`src/rtl/kl8e_uart_rx.sv`:
```
// kl8e_uart_rx: console keyboard receiver, 8N1 LSB first, with a one-character buffer.
// Define KL8E_RX_PARITY_EN for 8E1 framing and the extra parity_err flag.
module kl8e_uart_rx #(
    parameter int unsigned CLK_FREQ   = 50_000_000,
    parameter int unsigned BAUD       = 9600,
    parameter int unsigned OVERSAMPLE = 16
) (
    input  logic       clk,
    input  logic       reset,
    input  logic       rx,
    input  logic       rx_ack,
    output logic [0:7] rx_data,
    output logic       rx_full,
    output logic       rx_strobe,
    output logic       frame_err,
`ifdef KL8E_RX_PARITY_EN
    output logic       parity_err,
`endif
    output logic       overrun
);

    localparam int unsigned DIVISOR = CLK_FREQ / (BAUD * OVERSAMPLE);
    localparam int unsigned DIV_W   = (DIVISOR > 1) ? $clog2(DIVISOR) : 1;
    localparam int unsigned OS_W    = $clog2(OVERSAMPLE);

    localparam logic [DIV_W-1:0] DIV_LAST  = DIV_W'(DIVISOR - 1);
    localparam logic [OS_W-1:0]  HALF_LAST = OS_W'(OVERSAMPLE / 2 - 1);
    localparam logic [OS_W-1:0]  BIT_LAST  = OS_W'(OVERSAMPLE - 1);

    typedef enum logic [2:0] {
        StIdle,
        StStart,
        StData,
`ifdef KL8E_RX_PARITY_EN
        StParity,
`endif
        StStop,
        StBrk
    } state_e;

    logic       rx_meta_q;
    logic       rx_sync_q;
    logic       rx_prev_q;
    logic [1:0] sync_vld_q;

    // rx_prev_q only ever holds a real line sample, so the reset preset of the
    // synchroniser cannot fake a start edge when the line is held low.
    always_ff @(posedge clk) begin
        if (reset) begin
            rx_meta_q  <= 1'b1;
            rx_sync_q  <= 1'b1;
            sync_vld_q <= 2'b00;
            rx_prev_q  <= 1'b0;
        end else begin
            rx_meta_q  <= rx;
            rx_sync_q  <= rx_meta_q;
            sync_vld_q <= {sync_vld_q[0], 1'b1};
            rx_prev_q  <= rx_sync_q & sync_vld_q[1];
        end
    end

    state_e           state_q;
    logic [DIV_W-1:0] div_cnt_q;
    logic [OS_W-1:0]  tick_cnt_q;
    logic [2:0]       bit_idx_q;
    logic [7:0]       shift_q;
`ifdef KL8E_RX_PARITY_EN
    logic             par_bad_q;
`endif

    logic tick;
    logic rx_fall;

    assign tick    = (div_cnt_q == DIV_LAST);
    assign rx_fall = rx_prev_q & ~rx_sync_q;

    always_ff @(posedge clk) begin
        if (reset) begin
            state_q    <= StIdle;
            div_cnt_q  <= '0;
            tick_cnt_q <= '0;
            bit_idx_q  <= '0;
            shift_q    <= '0;
            rx_data    <= '0;
            rx_full    <= 1'b0;
            rx_strobe  <= 1'b0;
            frame_err  <= 1'b0;
            overrun    <= 1'b0;
`ifdef KL8E_RX_PARITY_EN
            par_bad_q  <= 1'b0;
            parity_err <= 1'b0;
`endif
        end else begin
            rx_strobe <= 1'b0;
            div_cnt_q <= tick ? '0 : div_cnt_q + 1'b1;

            if (rx_ack && rx_full) begin
                rx_full <= 1'b0;
                overrun <= 1'b0;
            end

            unique case (state_q)
                StIdle: begin
                    if (rx_fall) begin
                        state_q    <= StStart;
                        div_cnt_q  <= '0;
                        tick_cnt_q <= '0;
                    end
                end

                StStart: begin
                    if (tick) begin
                        if (tick_cnt_q == HALF_LAST) begin
                            tick_cnt_q <= '0;
                            bit_idx_q  <= '0;
                            state_q    <= rx_sync_q ? StIdle : StData;
                        end else begin
                            tick_cnt_q <= tick_cnt_q + 1'b1;
                        end
                    end
                end

                StData: begin
                    if (tick) begin
                        if (tick_cnt_q == BIT_LAST) begin
                            tick_cnt_q <= '0;
                            shift_q    <= {rx_sync_q, shift_q[7:1]};
                            bit_idx_q  <= bit_idx_q + 1'b1;
                            if (bit_idx_q == 3'd7) begin
`ifdef KL8E_RX_PARITY_EN
                                state_q <= StParity;
`else
                                state_q <= StStop;
`endif
                            end
                        end else begin
                            tick_cnt_q <= tick_cnt_q + 1'b1;
                        end
                    end
                end

`ifdef KL8E_RX_PARITY_EN
                StParity: begin
                    if (tick) begin
                        if (tick_cnt_q == BIT_LAST) begin
                            tick_cnt_q <= '0;
                            par_bad_q  <= (^shift_q) ^ rx_sync_q;
                            state_q    <= StStop;
                        end else begin
                            tick_cnt_q <= tick_cnt_q + 1'b1;
                        end
                    end
                end
`endif

                StStop: begin
                    if (tick) begin
                        if (tick_cnt_q == BIT_LAST) begin
                            tick_cnt_q <= '0;
                            rx_data    <= shift_q;
                            rx_strobe  <= 1'b1;
                            rx_full    <= 1'b1;
                            frame_err  <= ~rx_sync_q;
`ifdef KL8E_RX_PARITY_EN
                            parity_err <= par_bad_q;
`endif
                            // A same-cycle ack consumed the old character, so no overrun.
                            overrun    <= rx_full & ~rx_ack;
                            state_q    <= rx_sync_q ? StIdle : StBrk;
                        end else begin
                            tick_cnt_q <= tick_cnt_q + 1'b1;
                        end
                    end
                end

                StBrk: begin
                    if (rx_sync_q) begin
                        state_q <= StIdle;
                    end
                end

                default: state_q <= StIdle;
            endcase
        end
    end

endmodule

```
`config.mk`:
```
export PLATFORM = sky130hd
export DESIGN_NAME = kl8e_uart_rx
export DESIGN_NICKNAME = d
export VERILOG_FILES = /design/src/rtl/kl8e_uart_rx.sv
export SDC_FILE = /design/constraint.sdc
export NUM_CORES = 1
export LEC_CHECK = 0
export BUFFER_PORTS_ARGS = -buffer_cell sky130_fd_sc_hd__buf_2
export CAP_MARGIN = 10
export CORE_AREA = 2 2 62 64
export CTS_BUF_LIST = sky130_fd_sc_hd__clkbuf_2 sky130_fd_sc_hd__clkbuf_4 sky130_fd_sc_hd__clkbuf_8
export CTS_CLUSTER_DIAMETER = 120
export DETAILED_ROUTE_END_ITERATION = 8
export DIE_AREA = 0 0 64 66
export GPL_TIMING_DRIVEN = 0
export HOLD_SLACK_MARGIN = 0.15
export PLACE_DENSITY_LB_ADDON = 0.08
export SETUP_SLACK_MARGIN = 0.5
export SYNTH_ARGS = -nofsm -noshare
export SYNTH_HDL_FRONTEND = slang
export SYNTH_SLANG_ARGS = --single-unit
```
`constraint.sdc`:
```
create_clock -name clk -period 2.8 [get_ports clk]
set_input_delay 0.28 -clock clk [delete_from_list [all_inputs] [get_ports clk]]
set_output_delay 0.28 -clock clk [all_outputs]
set_load 0.01 [all_outputs]
```
* Word level (Yosys, flattened, before mapping)
Index checks and enable logic that the tools add are counted.
** Cells by class
- Add/subtract/negate cells :: 3
- Equal/unequal tests :: 18
- Mux-type cells :: 36
- Bitwise gates (word level) :: 7
- Reductions and logical operators :: 11
** Operator list (number)
- $mux W3 :: 14
- $mux W9 :: 3
- $mux W4 :: 5
- $ne A2 B2 Y1 const B :: 9
- $pmux W3 S5 :: 1
- $pmux W4 S3 :: 1
- $mux W1 :: 10
- $add A9 B1 Y9 const B :: 1
- $eq A9 B9 Y1 const B :: 1
- $reduce_and A9 Y1 :: 1
- $eq A3 B2 Y1 const B :: 2
- $eq A3 B3 Y1 const B :: 2
- $pmux W3 S2 :: 1
- $reduce_and A3 Y1 :: 2
- $reduce_and A5 Y1 :: 1
- $add A4 B1 Y4 const B :: 1
- $eq A4 B3 Y1 const B :: 1
- $eq A4 B4 Y1 const B :: 1
- $not A1 Y1 :: 4
- $reduce_and A4 Y1 :: 1
- $add A3 B1 Y3 const B :: 1
- $and A1 B1 Y1 :: 3
- $eq A3 B1 Y1 const B :: 1
- $logic_not A3 Y1 :: 1
- 7 further kinds :: 7
** Word-level totals
- Flip-flop bits (word level) :: 44
- Input port bits :: 4
- Output and inout bits :: 12
- Word-level logic and storage cells :: 90

* Logic depth before layout (Yosys ltp)
- Depth after elaboration :: 5
- Depth in mapped cells :: 7

* Worst setup path after synthesis
Ideal clock, no wire load.
- Kind :: reg-to-reg
- Start point :: register div_cnt_q[3]
- End point :: register tick_cnt_q[0]
- Arrival :: 1.898 ns
- Required time :: 2.730 ns
- Path slack :: 0.832 ns
- Cell stages (with the launch flop) :: 6
- Period minus slack after synthesis :: 1.968 ns
- Cell sequence :: dfxtp_1 or4b_1 buf_2 o31a_1 or4b_1 a21oi_1
** Between the ends
- Longest elaborated chain between the ends :: 3
- Elaborated cells on any way between the ends :: 4
- Those cells by class :: 3 x eq/ne; 1 x reduce/logical
** RTL lines
- start: declaration :: RTL line 63 : logic [DIV_W-1:0] div_cnt_q;
- start signal: assignment :: RTL line 95 : div_cnt_q <= tick ? '0 : div_cnt_q + 1'b1;
- $eq A9 B9 Y1 * :: RTL line 74 : assign tick = (div_cnt_q == DIV_LAST);
- $ne A2 B1 Y1 (no source line) / $ne A2 B2 Y1 (equally long branches)
- $reduce_and A4 Y1 (no source line) *
- end signal: assignment :: RTL line 118 : tick_cnt_q <= tick_cnt_q + 1'b1;
- end signal: assignment :: RTL line 137 : tick_cnt_q <= tick_cnt_q + 1'b1;
- end signal: assignment :: RTL line 171 : tick_cnt_q <= tick_cnt_q + 1'b1;
- end: declaration :: RTL line 64 : logic [OS_W-1:0] tick_cnt_q;
Mark *: on every way between the ends. The rest lies on a longest branch, timed or not.
A chain may end at the register's enable or synchronous reset.

* Worst setup path in the final report
- Start point :: register div_cnt_q[3]
- End point :: register shift_q[3]
** Between the ends
- Longest elaborated chain between the ends :: 2
** RTL lines
- $eq A9 B9 Y1 :: RTL line 74
- $reduce_and A3 Y1 (no source line)
- end signal: assignment :: RTL line 127 : shift_q <= {rx_sync_q, shift_q[7:1]};
- end: declaration :: RTL line 66 : logic [7:0] shift_q;
Every way passes these cells.

==> out/qor.txt <==
number of max-cap violations -> 0
Worst path depth -> 6
Num Clock Sinks -> 44
Most used DFF post-synth -> dfxtp_1
critical path class -> reg -> reg
worst min-delay path category -> in -> reg
sequential area share after synthesis -> 47.5%
worst path required time -> 3.02 ns
minimum clock period -> 2.19 ns
worst path cell trace -> or4b_1 -> buf_2 -> nor4bb_1 -> buf_2 -> mux2i_1 -> nor2_1
Combinational Power Share -> 3.5%
Fin Clk Skew -> 0.00636 ns
Vias/cell -> 5.46
Final TNS setup -> 0 ns
Worst Tran Pin Value -> 0.551 ns
crit start category -> flip-flop
final worst path period share -> 78.2%
dpl hpwl -> 2530 µm
syn nets -> 203
Layout area overhead -> 12.2%
Most common cell on crit path -> buf_2
WP data arrival -> 2.41 ns
syn_area_per_cell -> 9.56 µm²
global-route wire length before repair -> 6220 µm
WHS Path Cells -> 2
Inserted Clock Buffers -> 5
Die H -> 66 µm
Leakage -> 0.767 nW
final instance area -> 2080 µm²
pin count of the biggest net entering global routing -> 13
Synth warnings -> 0
Post-Synthesis Cells -> 194
outcome -> complete, no violations
Max stage delay on crit path -> 0.53 ns
VDD IR max -> 0.367 mV
number of I/O port buffers -> 14
DRT Pass-1 Iters -> 4
internal power -> 0.825 mW
Global Route Usage Sum -> 18.8%
share of post-route cells with drive strength above 1 -> 13.9%
EDFF count, synth -> 0
via count of the routed design -> 1,441
RSZ-0062 raised after global routing -> no
Fin. Hold Viols -> 0
most common cell after layout, fill and taps aside -> dfxtp_1
Reg clk slew, reported paths -> 0.11 ns
drt total wl -> 3480 µm
WHS -> 0.279 ns
Post-Syn Area -> 1860 µm²
htree depth -> 2
Iter 0 DRT Violations -> 130
Placed Area -> 1990 µm²
post-route antenna net violation count -> 0
Fillers -> 319
Netlist cell types -> 44
Site Rows -> 22
worst-path maximum fanout -> 8
RePlAce Congestion -> 0.831
power per cell area -> 498 nW/µm²
Crit. End Element -> flip-flop
Max Root-Sink Buffers -> 2
Setup violations, final -> 0
worst-skew pair later-pin latency -> 0.34 ns
I/O Pins -> 16
initial antenna violation count -> 0
CTS Root Cell -> clkbuf_4
Slew HR -> 63.0%
most frequent cells in the layout -> dfxtp_1, nor2_1, mux2i_1
grt ovf -> 0
Synth async-reset ratio -> 0%
fmax -> 0.456 GHz
nets@finish -> 226
wire length per cell -> 13.2 µm
switching share of total power -> 20.4%
vias in the first global route -> 1,414
Die Width -> 64 µm
initial core utilization -> 52.3%
Clk pwr share -> 34.9%
n_diodes -> 0
fin. max-slew vios -> 0
Psw -> 0.211 mW
cell family with most CP delay -> simple AND/OR/NAND/NOR gates
post-synthesis register bit count -> 44
number of remaining DRC errors -> 0
slowest CP cell -> or4b_1
Seq pwr share -> 61.7%
setup ws final -> 0.609 ns
core area -> 3550 µm²
CTS tree -> built
pre-CTS WS -> 0.596 ns
Worst R2R Path Depth -> 6
die area -> 4220 µm²
WP buf/inv -> 2
-- Yosys cell counts, drive strengths merged (3+ instances only) --
master,count,area share [%]
ha,5,3.4
xnor2,5,2.4
a21oi,6,1.6
clkbuf,6,1.2
nand3b,4,1.6
nand3,8,2.2
nand2,5,1.0
nor2,32,6.5
nor3,5,1.3
nand2b,5,1.7
dfxtp,44,47
or4b,3,1.6
buf,3,0.94
inv,6,1.2
o21ai,4,1.1
mux2i,18,9.7
-- cell type report --
| class | count | area (µm²) | share of cell area [%] |
|---|---|---|---|
| inverters | 6 | 22.5 | 1.08 |
| repair buffers | 16 | 90.1 | 4.33 |
| flip-flops and latches | 44 | 881 | 42.3 |
| well taps | 48 | 60.1 | 2.88 |
| clock buffers | 5 | 37.5 | 1.80 |
| plain buffers | 9 | 40.0 | 1.92 |
| clock inverters | 1 | 30.0 | 1.44 |
| multi-input cells | 135 | 921 | 44.2 |
-- power by group through the flow --
stage / Clock (mW) / Combinational [mW] / Sequential, mW
global placement: 0 / 0.0324 / 0.653
detailed placement: 0 / 0.0335 / 0.653
CTS: 0.381 / 0.0360 / 0.639
finish: 0.362 / 0.0360 / 0.639
floorplan: 0 / 0.0243 / 0.652
global route: 0.398 / 0.0412 / 0.641
-- state kept, by name (all words and copies together) (netlist names) --
name	cells
div_cnt_q	9
rx_data	8
shift_q	8
tick_cnt_q	4
bit_idx_q	3
state_q	3
sync_vld_q	2
frame_err	1
overrun	1
rx_full	1
rx_meta_q	1
rx_prev_q	1
rx_strobe	1
rx_sync_q	1
-- metal layers --
layer	GRT usage, %	part of all wire, %
met1	22.2	45
met2	31.8	49
met3	5.11	4.1
met4	8.70	1.5
met5	0	0
-- final timing paths --
path,startpoint,endpoint,slack [ns]
worst max-delay path,div_cnt_q[3],shift_q[3],0.61
worst min-delay path,reset,sync_vld_q[0],0.28
worst max register to register,div_cnt_q[3],shift_q[3],0.61
worst min register to register,rx_meta_q,rx_sync_q,0.42
-- through the flow --
| stage | total power [mW] | utilization [%] | std cells |
|---|---|---|---|
| final | 1.04 | 58.6 | 264 |
| after global placement | 0.686 | 55.9 | 256 |
| after global routing | 1.08 | 58.6 | 264 |
| after detailed placement | 0.687 | 55.9 | 256 |
| after floorplan | 0.676 | - | 194 |
| after CTS | 1.06 | 58.4 | 264 |
-- logic make-up after synthesis --
| group | after synthesis | synth area share (%) |
|---|---|---|
| AO/OA/AOI/OAI | 23 | 8.36 |
| XOR/XNOR | 7 | 3.30 |
| adder cells (fa/ha/maj) | 5 | 3.37 |
| buffers and inverters | 15 | 3.37 |
| flip-flops | 44 | 47.5 |
| multiplexers | 19 | 10.3 |
| AND/OR/NAND/NOR | 81 | 23.8 |
-- timing repair --
item,CTS,global route
hold buffers,2,0
setup buffers,0,0
endpoints found under the hold margin,2,0
resized for setup,0,1
setup endpoints to repair,0,4
Note: power is estimated with default switching activity, not from simulation.
